$ cat src/rtl/spi_slave_pkg.sv
// Shared SPI definitions: default word width and responder FSM encoding.
package spi_slave_pkg;

   // Default bits per word; the paired spi_master uses the same value.
   localparam int unsigned DefDataWidth = 4;

   typedef enum logic {
      StIdle   = 1'b0,
      StActive = 1'b1
   } spi_state_e;

endpackage

$ cat src/rtl/spi_sync_edge.sv
// Two-flop synchronizer plus a history flop for edge detection on an async pin.
module spi_sync_edge (
   input  logic clk_i,
   input  logic d_i,
   output logic level_o,
   output logic rise_o,
   output logic fall_o
);

   logic sync1_q, sync2_q, hist_q;

   // Left unreset so a pin already low during reset never looks like a fresh edge afterwards.
   always_ff @(posedge clk_i) begin
      sync1_q <= d_i;
      sync2_q <= sync1_q;
      hist_q  <= sync2_q;
   end

   assign level_o = sync2_q;
   assign rise_o  = sync2_q & ~hist_q;
   assign fall_o  = ~sync2_q & hist_q;

endmodule

$ cat src/rtl/spi_slave.sv
// SPI mode-0 responder, MSB first: oversamples SCLK/CS/MOSI in the clk domain,
// receives one DATA_WIDTH-bit word per count wrap and shifts tx_data out on MISO.
module spi_slave
   import spi_slave_pkg::*;
#(
   parameter int unsigned DATA_WIDTH = DefDataWidth
) (
   input  logic                  clk,
   input  logic                  rst,
   input  logic                  SCLK,
   input  logic                  CS,
   input  logic                  MOSI,
   output logic                  MISO,
   output logic                  miso_oe,
   input  logic [DATA_WIDTH-1:0] tx_data,
   output logic [DATA_WIDTH-1:0] rx_data,
   output logic                  rx_valid,
   output logic                  frame_err,
   output logic                  busy
);

   localparam int unsigned CntW = (DATA_WIDTH > 1) ? $clog2(DATA_WIDTH) : 1;
   localparam logic [CntW-1:0] LastBit = CntW'(DATA_WIDTH - 1);

   logic sclk_level, sclk_rise, sclk_fall;
   logic cs_level, cs_rise, cs_fall;
   logic mosi_sync1_q, mosi_sync2_q, mosi_align_q;

   spi_sync_edge u_sclk_sync (
      .clk_i   (clk),
      .d_i     (SCLK),
      .level_o (sclk_level),
      .rise_o  (sclk_rise),
      .fall_o  (sclk_fall)
   );

   spi_sync_edge u_cs_sync (
      .clk_i   (clk),
      .d_i     (CS),
      .level_o (cs_level),
      .rise_o  (cs_rise),
      .fall_o  (cs_fall)
   );

   // MOSI synchronizer with one extra stage so it lines up with the SCLK history flop.
   always_ff @(posedge clk) begin
      mosi_sync1_q <= MOSI;
      mosi_sync2_q <= mosi_sync1_q;
      mosi_align_q <= mosi_sync2_q;
   end

   spi_state_e            state_q, state_d;
   logic [CntW-1:0]       cnt_q, cnt_d;
   logic [DATA_WIDTH-1:0] tx_sr_q, tx_sr_d;
   logic [DATA_WIDTH-1:0] rx_sr_q, rx_sr_d;
   logic [DATA_WIDTH-1:0] rx_data_q, rx_data_d;
   logic                  rx_valid_q, rx_valid_d;
   logic                  frame_err_q, frame_err_d;
   logic                  miso_q, miso_d;
   logic                  reload_q, reload_d;

   // Frame FSM: start on CS fall, sample on SCLK rise, drive on SCLK fall, end on CS rise.
   always_comb begin
      state_d     = state_q;
      cnt_d       = cnt_q;
      tx_sr_d     = tx_sr_q;
      rx_sr_d     = rx_sr_q;
      rx_data_d   = rx_data_q;
      miso_d      = miso_q;
      reload_d    = reload_q;
      rx_valid_d  = 1'b0;
      frame_err_d = 1'b0;

      unique case (state_q)
         StIdle: begin
            if (cs_fall) begin
               state_d  = StActive;
               tx_sr_d  = tx_data;
               miso_d   = tx_data[DATA_WIDTH-1];
               cnt_d    = '0;
               reload_d = 1'b0;
            end
         end
         StActive: begin
            if (sclk_rise) begin
               rx_sr_d = {rx_sr_q[DATA_WIDTH-2:0], mosi_align_q};
               if (cnt_q == LastBit) begin
                  rx_data_d  = rx_sr_d;
                  rx_valid_d = 1'b1;
                  cnt_d      = '0;
                  reload_d   = 1'b1;
               end else begin
                  cnt_d = cnt_q + 1'b1;
               end
            end
            if (sclk_fall) begin
               if (reload_q) begin
                  tx_sr_d  = tx_data;
                  miso_d   = tx_data[DATA_WIDTH-1];
                  reload_d = 1'b0;
               end else begin
                  tx_sr_d = {tx_sr_q[DATA_WIDTH-2:0], 1'b0};
                  miso_d  = tx_sr_q[DATA_WIDTH-2];
               end
            end
            // Uses cnt_d so a rise completing the word in this same cycle is not an abort.
            if (cs_rise) begin
               state_d = StIdle;
               miso_d  = 1'b0;
               if (cnt_d != '0) begin
                  frame_err_d = 1'b1;
               end
            end
         end
         default: state_d = StIdle;
      endcase
   end

   // State registers with synchronous active-high reset.
   always_ff @(posedge clk) begin
      if (rst) begin
         state_q     <= StIdle;
         cnt_q       <= '0;
         tx_sr_q     <= '0;
         rx_sr_q     <= '0;
         rx_data_q   <= '0;
         rx_valid_q  <= 1'b0;
         frame_err_q <= 1'b0;
         miso_q      <= 1'b0;
         reload_q    <= 1'b0;
      end else begin
         state_q     <= state_d;
         cnt_q       <= cnt_d;
         tx_sr_q     <= tx_sr_d;
         rx_sr_q     <= rx_sr_d;
         rx_data_q   <= rx_data_d;
         rx_valid_q  <= rx_valid_d;
         frame_err_q <= frame_err_d;
         miso_q      <= miso_d;
         reload_q    <= reload_d;
      end
   end

   // Levels are only observed for edges; kept visible for debug.
   logic unused_levels;
   assign unused_levels = sclk_level ^ cs_level;

   assign MISO      = miso_q;
   assign miso_oe   = (state_q == StActive);
   assign busy      = (state_q == StActive);
   assign rx_data   = rx_data_q;
   assign rx_valid  = rx_valid_q;
   assign frame_err = frame_err_q;

endmodule

$ cat config.mk
export PLATFORM = sky130hd
export DESIGN_NAME = spi_slave
export DESIGN_NICKNAME = d
export VERILOG_FILES = /design/src/rtl/spi_slave_pkg.sv /design/src/rtl/spi_sync_edge.sv /design/src/rtl/spi_slave.sv
export SDC_FILE = /design/constraint.sdc
export NUM_CORES = 1
export LEC_CHECK = 0
export CAP_MARGIN = 20
export CORE_MARGIN = 4
export CORE_UTILIZATION = 44
export DETAILED_ROUTE_END_ITERATION = 12
export GPL_TIMING_DRIVEN = 0
export HOLD_SLACK_MARGIN = 0.02
export PLACE_DENSITY_LB_ADDON = 0.25
export SETUP_SLACK_MARGIN = 0.02
export SYNTH_ARGS = -nofsm -noshare
export SYNTH_HDL_FRONTEND = slang
export SYNTH_SLANG_ARGS = --single-unit
$ cat constraint.sdc
create_clock -name clk -period 1.1 [get_ports clk]
set_input_delay 0.22 -clock clk [delete_from_list [all_inputs] [get_ports clk]]
set_output_delay 0.22 -clock clk [all_outputs]
set_load 0.03 [all_outputs]
==> qor.csv, run 1 <==
metric,value,unit
outcome,"finished, violations left",
failing checks,setup timing,
Die Span Y,53.7,um
Clock Sinks,26,
largest net degree at the start of global routing,15,
Setup WS post-layout,-0.112,ns
maximum vdd drop,0.000958,V
complex-gate fraction of the synthesized area,8.30,%
CTS H-tree depth,1,
Final ANT Viol Nets,0,
gr usage total,15.1,%
DIE WIDTH,53.7,um
DR WL/cell,13.8,um
total congestion overflow,0,
Power Dens Cells,1270,nW/um2
WP data arrival,1.43,ns
Layout area overhead,43.8,%
Worst Hold Class,primary input to flop,
"Hold Vio Cnt, Final",0,
Fill cells,160,
startpoint type of the worst setup path,flop,
drt initial violations,21,
most frequent cells in the layout,"17 x dfxtp_1, 11 x buf_4, 9 x mux2i_1, 8 x nor2_1, 8 x clkdlybuf4s50_1",
hold depth,1,
CP max-delay cell,or3b_4,
starting density of the core,46.4,%
CP max FO,6,
Mapped Area,920,um2
row cnt,16,
worst path cell trace,buf_8 > or3b_4 > a41o_1,
initial antenna violation count,0,
Worst path max stage delay,0.42,ns
"flops & latches, synth",26,
Reg area,537,um2
Worst EP required,1.32,ns
core area,1980,um2
Adder-Cell Fraction of Synth Area,1.36,%
sequential cell area fraction in the yosys report,56.6,%
area of the multi-input gates,459,um2
Hold Startpoint,CS,
"Buf+Inv Stages, Crit Path",1,
CP Class,flop to flop,
Pleak,0.625,nW
Syn Inst Count,83,
port bufs,17,
CP Capture Type,flop,
fmax,0.825,GHz
FF-to-FF End,cnt_q[1],
R2R depth,3,
Placer Congestion,0.820,
number of global-route vias before repair,665,
simple-gate share of the synthesized area,19.6,%
DRC Markers,0,
syn_nets,93,
RSZ-0062 raised after global routing,yes,
Worst Hold Endpoint,u_cs_sync.sync1_q,
full die area,2890,um2
placed inst area,1130,um2
CTS tree,built,
post-synthesis xor/xnor area fraction,0,%
Mean Syn Cell Area,11.1,um2
Reg2Reg Setup Slack,-0.11,ns
share of layout cells above drive strength 1,46.8,%
Max Slew Vio Count,0,
global-route wire length before repair,3.06,mm
largest family of logic cells by synthesized area,simple AND/OR/NAND/NOR gates,
Worst-path clk slew,0.13,ns
vias per cell,5.28,
mux share of post-synthesis cell area,10.9,%
Nets,122,
clock root buffer,clkbuf_4,
Slew headroom,80.3,%
"most common cell after layout, fill and taps aside",dfxtp_1,
Ports,18,
placed cell count,127,
"CP delay by family, top",simple AND/OR/NAND/NOR gates,
Fin Clk Skew,0.00434,ns
HPWL after DPL,1.19,mm
CTS Buffer Depth,2,
diode count,0,
via count,728,
worst slew pin tran,0.295,ns
# hold bufs at CTS,0,
Finished Layout Cells,138,
clk_lat worst skew,0.31,ns
Worst R2R Start,busy,
crit share post-route,110,%
"Distinct cells, synth",27,
Final min period,1.21,ns
"Design Area, Final",1320,um2
CTS Buf Count,3,
Routed WL,1.90,mm
Max Cap Viol,0,
final setup vio count,13,
synth warn,0,
Pre-antenna DRT Iters,4,
## layer usage
metal,global-route usage [%],wire length [um],vias up
met5,0,0,-
met4,9.79,23,0
met3,3.60,88,4
met2,23.2,947,22
met1,18.8,839,349
li1,-,-,353
## registers in the layout (all words and copies together) (netlist names), 2 cells and up
| name | flops |
|---|---|
| tx_sr_q | 3 |
| cnt_q | 2 |
| rx_sr_q | 3 |
| rx_data | 4 |
## timing repair
action / 4_1_cts / 5_1_grt
pin swaps: 5 / 5
setup buffers: 3 / 4
endpoints found under the setup margin: 26 / 24
gates resized for setup: 69 / 19
## per-stage QoR
step | util [%] | hold WS [ns] | power, W | TNS, ns | worst slack (ns)
final | 66.7 | 0.339 | 0.00168 | -0.864 | -0.112
after global routing | 66.7 | 0.332 | 0.00175 | -1.56 | -0.178
after CTS | 62.6 | 0.329 | 0.00166 | -0.774 | -0.101
after detailed placement | 57.0 | 0.319 | 0.00116 | -5.20 | -0.361
after global placement | 57.0 | 0.311 | 0.00116 | -4.75 | -0.327
after floorplan | - | 0.248 | 0.00110 | -0.436 | -0.0817
## cells by family (layout without fill, tap and decap cells)
logic type | Yosys count | count (layout)
mux | 10 | 10
compound gates | 12 | 12
simple gates | 29 | 29
buf+inv | 5 | 33
flops | 26 | 26
fa+ha+maj | 1 | 1
## final cells by class
| type | instances | share of cell area (%) |
|---|---|---|
| Buffer | 3 | 2.08 |
| Timing Repair Buffer | 24 | 16.7 |
| Inverter | 2 | 0.568 |
| Clock buffer | 4 | 2.74 |
| Sequential cell | 26 | 40.6 |
| Tap cell | 27 | 2.55 |
| Multi-Input combinational cell | 52 | 34.7 |
## synthesized netlist by cell type, drive strengths merged
master,instances,area (um2)
dfxtp,26,521
mux2i,10,100
nor2,9,33.8
a21oi,6,30.0
nand3,3,15.0
nand3b,3,26.3
nor3b,3,27.5
buf,2,18.8
inv,2,7.51
nand2,2,7.51
nor2b,2,12.5
nor3,2,10.0
o31ai,2,15.0
a41o,1,10.0
and3b,1,8.76
clkbuf,1,3.75
ha,1,12.5
nand2b,1,6.26
nand4b,1,15.0
nor4,1,6.26
o211ai,1,7.51
o21ai,1,5.00
o311ai,1,8.76
or3b,1,11.3
## where the power goes
| group | switching [W] | total, W | leakage, nW | internal, W |
|---|---|---|---|---|
| clock network | 0.000267 | 0.000469 | 0.0210 | 0.000202 |
| registers | 0.0000272 | 0.00100 | 0.218 | 0.000974 |
| logic | 0.0000975 | 0.000208 | 0.386 | 0.000110 |
| total | 0.000391 | 0.00168 | 0.625 | 0.00129 |
## how the worst max path moves through the flow
stage	startpoint	end	slack, ns	cells past startpoint
floorplan	busy	cnt_q[1]	-0.08	3
global placement	rst	rx_sr_q[0]	-0.33	3
detailed placement	rst	rx_data[3]	-0.36	3
CTS	busy	cnt_q[1]	-0.10	3
global route	busy	MISO	-0.18	5
finish	busy	cnt_q[1]	-0.11	3
Note: power is estimated with default switching activity, not from simulation.
==> inputs of run 2 (changes only) <==
Settings changed: CORE_UTILIZATION 44 to 24.
==> run 2 against run 1 <==
Net effect:
- the flow still finishes with violations (setup timing)
- sequential share of layout area barely moved
- clock-buffer cell count did not move
- fmax rose by 2.0%
- critical path depth did not move
- worst hold slack got worse by 0.0082 ns
- critical endpoint unchanged
- highest routed layer unchanged
==> qor.csv, run 2 (synthesis results as in run 1) <==
metric,value,unit,change
outcome,"finished, violations left",,
failing checks,setup timing,,
CTS H-tree depth,1,,unchanged
DRT met1 WL,886,um,+5.6%
Max Slew Vio Count,0,,unchanged
CTS tree,built,,
Worst Hold Class,flop to flop,,
number of global-route vias before repair,694,,+4.4%
Worst EP required,1.27,ns,-0.05 ns
diode count,0,,unchanged
RSZ-0062 raised after global routing,yes,,
vias per cell,4.35,,-17%
drt initial violations,44,,+110%
global-route wire length before repair,3.30,mm,+7.9%
total congestion overflow,0,,unchanged
share of layout cells above drive strength 1,33.3,%,-14 points
met3 wire len,103,um,+17%
most frequent cells in the layout,"22 x dfxtp_1, 10 x mux2i_1, 8 x nor2_1, 8 x clkdlybuf4s50_1, 5 x buf_2",,
setup TNS,-0.719,ns,+0.145 ns
worst path cell trace,buf_8 > or3b_4 > a41o_1,,
Ports,18,,unchanged
initial antenna violation count,0,,unchanged
CP Class,flop to flop,,
Routed WL,1.83,mm,-3.8%
Max Cap Viol,0,,unchanged
Nets,116,,-4.9%
Fin Clk Skew,0.00263,ns,-0.00171 ns
Worst path max stage delay,0.41,ns,about the same
DRC Markers,0,,unchanged
CP max FO,5,,-1
maximum vdd drop,0.000730,V,-24%
largest net degree at the start of global routing,16,,+1
final setup vio count,12,,-1
Clock Sinks,26,,unchanged
row cnt,22,,+6
Pleak,0.615,nW,-1.5%
port bufs,17,,unchanged
WP data arrival,1.36,ns,-0.07 ns
WL met2,815,um,-14%
Pre-antenna DRT Iters,4,,unchanged
Layout area overhead,41.5,%,
starting density of the core,24.9,%,-21 points
full die area,4890,um2,+69%
clock root buffer,clkbuf_8,,
gr usage total,8.30,%,-6.8 points
worst slew pin tran,0.274,ns,-0.0203 ns
Placer Congestion,0.714,,-13%
CTS Buffer Depth,2,,unchanged
# hold bufs at CTS,0,,unchanged
crit share post-route,108,%,-2.2 points
Fill cells,400,,+150%
DIE WIDTH,69.9,um,+30%
Setup WS post-layout,-0.0883,ns,+0.0237 ns
Final min period,1.19,ns,-0.0237 ns
DR WL/cell,11.9,um,-13%
Die Span Y,69.9,um,+30%
CP Capture Type,flop,,
fmax,0.842,GHz,+2.0%
CTS Buf Count,3,,unchanged
Power Dens Cells,1440,nW/um2,+13%
Hold WS,0.331,ns,-0.00820 ns
Final ANT Viol Nets,0,,unchanged
Worst-path clk slew,0.09,ns,-0.04 ns
CP max-delay cell,or3b_4,,
core area,3690,um2,+86%
via count,666,,-8.5%
"Design Area, Final",1300,um2,-1.6%
"Hold Vio Cnt, Final",0,,unchanged
"most common cell after layout, fill and taps aside",dfxtp_1,,
clk_lat worst skew,0.27,ns,-0.04 ns
"CP delay by family, top",simple AND/OR/NAND/NOR gates,,
HPWL after DPL,1.26,mm,+6.0%
Slew headroom,81.6,%,+1.3 points
startpoint type of the worst setup path,flop,,
placed inst area,1160,um2,+2.3%
top layer in use,met4,,
"Buf+Inv Stages, Crit Path",1,,unchanged
max reg flops,4,,unchanged
## run 2: changes by cell type in the layout (fill, tap and decap cells not counted), moves of 4 or more
cell / change
buf_2: +4
dfxtp_1: +5
dfxtp_2: -4
buf_4: -9
## run 2: area by class of cell
type                       instances  area [um2]  area share (%)
sequential                        26         528            40.6
multi-input combinational         52         440            33.8
timing repair buffer              18         171            13.2
clock buffer                       4        66.3            5.10
tap                               48        60.1            4.62
buffer                             3        27.5            2.12
inverter                           2        7.51           0.577
## run 2: power breakdown
group | internal (W) | switching (W)
Sequential | 0.000973 | 0.0000260
Clock | 0.000396 | 0.000292
Combinational | 0.000101 | 0.0000804
## run 2: worst register-to-register path, delay by kind of cell (launching register included)
kind                   cells  cell delay, ns
AO/OA/AOI/OAI              1            0.19
flip-flops                 1            0.36
AND/OR/NAND/NOR            1            0.41
buffers and inverters      1            0.13
## run 2: what timing repair did
| action | CTS | global route |
|---|---|---|
| gates cloned | 1 | 0 |
| setup endpoints to repair | 26 | 22 |
| setup buffers | 0 | 0 |
| gates resized for setup | 60 | 12 |
| pin swaps | 2 | 1 |
## run 2: metrics by stage
| step | setup WS, ns | instances | power, W | util (%) |
|---|---|---|---|---|
| 6_report | -0.0883 | 153 | 0.00187 | 35.3 |
| 5_1_grt | -0.124 | 153 | 0.00197 | 35.3 |
| 4_1_cts | -0.0893 | 153 | 0.00190 | 34.4 |
| 3_5_place_dp | -0.393 | 148 | 0.00116 | 31.3 |
| 3_3_place_gp | -0.360 | 148 | 0.00116 | 31.3 |
| 2_1_floorplan | -0.0817 | 83 | 0.00110 | - |
## run 2: metal layers
layer | global-route usage (%) | up-vias
li1 | - | 340
met1 | 10.2 | 306
met2 | 12.7 | 16
met3 | 3.74 | 4
met4 | 3.19 | 0
met5 | 0 | -
## run 2: final timing paths
check                      startpoint             endpoint  slack (ns)  depth (start not counted)
setup / recovery                 busy             cnt_q[1]       -0.09                          3
hold / removal    u_sclk_sync.sync1_q  u_sclk_sync.level_o        0.33                          0
setup reg to reg                 busy             cnt_q[1]       -0.09                          3
hold reg to reg   u_sclk_sync.sync1_q  u_sclk_sync.level_o        0.33                          0
==> inputs of run 3 (changes only) <==
Settings changed: RECOVER_POWER set to 100.
==> run 3 against run 2 <==
Net effect:
- the run still ends with setup timing left
- sequential share of layout area grew 0.16 points
- die area did not move
- core utilization decreased by 0.14 points
- register-to-register slack about the same
- cell area down 0.39%
- clock power about the same
- worst hold slack about the same
- critical path depth unchanged
==> qor.csv, run 3 (synthesis results as in run 1) <==
metric,value,unit,change
"most common cell after layout, fill and taps aside",dfxtp_1,,
Power Dens Cells,1440,nW/um2,+0.22%
CTS Buffer Depth,2,,unchanged
CP max FO,5,,unchanged
via count,664,,-0.30%
worst setup path endpoint,cnt_q[1],,
CP max-delay cell,or3b_4,,
R2R depth,3,,unchanged
DR WL/cell,12.0,um,+0.55%
RSZ-0062 raised after global routing,yes,,
"Design Area, Final",1300,um2,-0.39%
# hold bufs at CTS,0,,unchanged
worst slew pin tran,0.274,ns,unchanged
Placer Congestion,0.714,,unchanged
Reg2Reg Setup Slack,-0.09,ns,about the same
Final Power,0.00187,W,-0.17%
Nets,116,,unchanged
placed inst area,1160,um2,unchanged
Worst EP required,1.27,ns,about the same
Worst R2R Start,busy,,
"Hold Vio Cnt, Final",0,,unchanged
DRC Markers,0,,unchanged
final setup vio count,12,,unchanged
port bufs,17,,unchanged
crit share post-route,108,%,about the same
total congestion overflow,0,,unchanged
FF-to-FF End,cnt_q[1],,
vias per cell,4.34,,-0.30%
Worst Hold Class,flop to flop,,
Clock Sinks,26,,unchanged
diode count,0,,unchanged
WP data arrival,1.36,ns,about the same
clk_lat worst skew,0.27,ns,about the same
gr usage total,8.30,%,unchanged
Max Cap Viol,0,,unchanged
met3 wire len,103,um,unchanged
top layer in use,met4,,
Fin Clk Skew,0.00242,ns,-0.000214 ns
failing checks,setup timing,,
first element of the critical path,busy,,
largest net degree at the start of global routing,16,,unchanged
Slew headroom,81.6,%,unchanged
CP Capture Type,flop,,
CTS Buf Count,3,,unchanged
fmax,0.841,GHz,about the same
initial antenna violation count,0,,unchanged
drt initial violations,44,,unchanged
Final ANT Viol Nets,0,,unchanged
Routed WL,1.84,mm,+0.55%
Setup WS post-layout,-0.0888,ns,-0.000437 ns
Worst path max stage delay,0.41,ns,about the same
Final min period,1.19,ns,+0.000437 ns
full die area,4890,um2,unchanged
most frequent cells in the layout,"22 x dfxtp_1, 10 x mux2i_1, 8 x nor2_1, 5 x clkbuf_2, 5 x clkdlybuf4s50_1",,
Pleak,0.614,nW,-0.25%
CTS H-tree depth,1,,unchanged
Layout area overhead,41.0,%,
Pre-antenna DRT Iters,3,,-1
Reg area,528,um2,unchanged
dpl ws,-0.393,ns,unchanged
Die Span Y,69.9,um,unchanged
clock root buffer,clkbuf_8,,
DRT met1 WL,895,um,+1.0%
startpoint type of the worst setup path,flop,,
core area,3690,um2,unchanged
global-route wire length before repair,3.30,mm,unchanged
worst path cell trace,buf_8 > or3b_4 > a41o_1,,
fin util,35.1,%,-0.14 points
number of global-route vias before repair,694,,unchanged
Fill cells,400,,unchanged
area of the multi-input gates,440,um2,unchanged
Ports,18,,unchanged
Hold Startpoint,u_sclk_sync.sync1_q,,
Hold WS,0.331,ns,-0.0000860 ns
outcome,"finished, violations left",,
share of layout cells above drive strength 1,33.3,%,unchanged
Max Slew Vio Count,0,,unchanged
starting density of the core,24.9,%,unchanged
Worst-path clk slew,0.09,ns,about the same
CP Class,flop to flop,,
max reg flops,4,,unchanged
CTS tree,built,,
HPWL after DPL,1.26,mm,unchanged
DIE WIDTH,69.9,um,unchanged
maximum vdd drop,0.000727,V,-0.42%
WL met2,817,um,+0.25%
row cnt,22,,unchanged
run 3: report_power, final:
part | leakage, nW | internal, W | switching [W] | total [W]
Clock | 0.0339 | 0.000396 | 0.000291 | 0.000687
Sequential | 0.215 | 0.000973 | 0.0000260 | 0.000999
Combinational | 0.365 | 0.0000990 | 0.0000804 | 0.000179
run 3: worst min path at each step:
stage,endpoint,slack (ns),cells after the start
2_1_floorplan,mosi_sync1_q,0.25,0
3_3_place_gp,mosi_sync2_q,0.31,0
3_5_place_dp,mosi_sync2_q,0.31,0
4_1_cts,u_sclk_sync.level_o,0.34,0
5_1_grt,mosi_align_q,0.34,0
6_report,u_sclk_sync.level_o,0.33,0
run 3: area by class of cell:
class                           instances  area share, %
Clock buffer                            4           5.12
Sequential cell                        26           40.7
Multi-Input combinational cell         52           34.0
Timing Repair Buffer                   18           12.8
Tap cell                               48           4.63
Inverter                                2          0.579
Buffer                                  3           2.12
run 3: per-stage QoR:
stage | cells | setup TNS [ns]
2_1_floorplan | 83 | -0.436
3_3_place_gp | 148 | -5.26
6_report | 153 | -0.725
4_1_cts | 153 | -1.13
5_1_grt | 153 | -1.17
3_5_place_dp | 148 | -5.45
run 3: routing by layer:
| layer | global-route usage [%] | vias to the layer above |
|---|---|---|
| met3 | 3.74 | 4 |
| met5 | 0 | - |
| met4 | 3.19 | 0 |
| met2 | 12.7 | 16 |
| met1 | 10.2 | 304 |
| li1 | - | 340 |
run 3: worst max-delay path: cells and delay by family (launching register included):
| family | cells | cell delay [ns] |
|---|---|---|
| buffers and inverters | 1 | 0.13 |
| and+or+nand+nor | 1 | 0.41 |
| DFF | 1 | 0.36 |
| AOI/OAI and AO/OA | 1 | 0.19 |
run 3: repair_timing:
| action | 4_1_cts | 5_1_grt |
|---|---|---|
| resized for setup | 60 | 12 |
| setup endpoints to repair | 26 | 22 |
| buffers inserted | 0 | 0 |
| pin swaps | 2 | 1 |
| cloned | 1 | 0 |
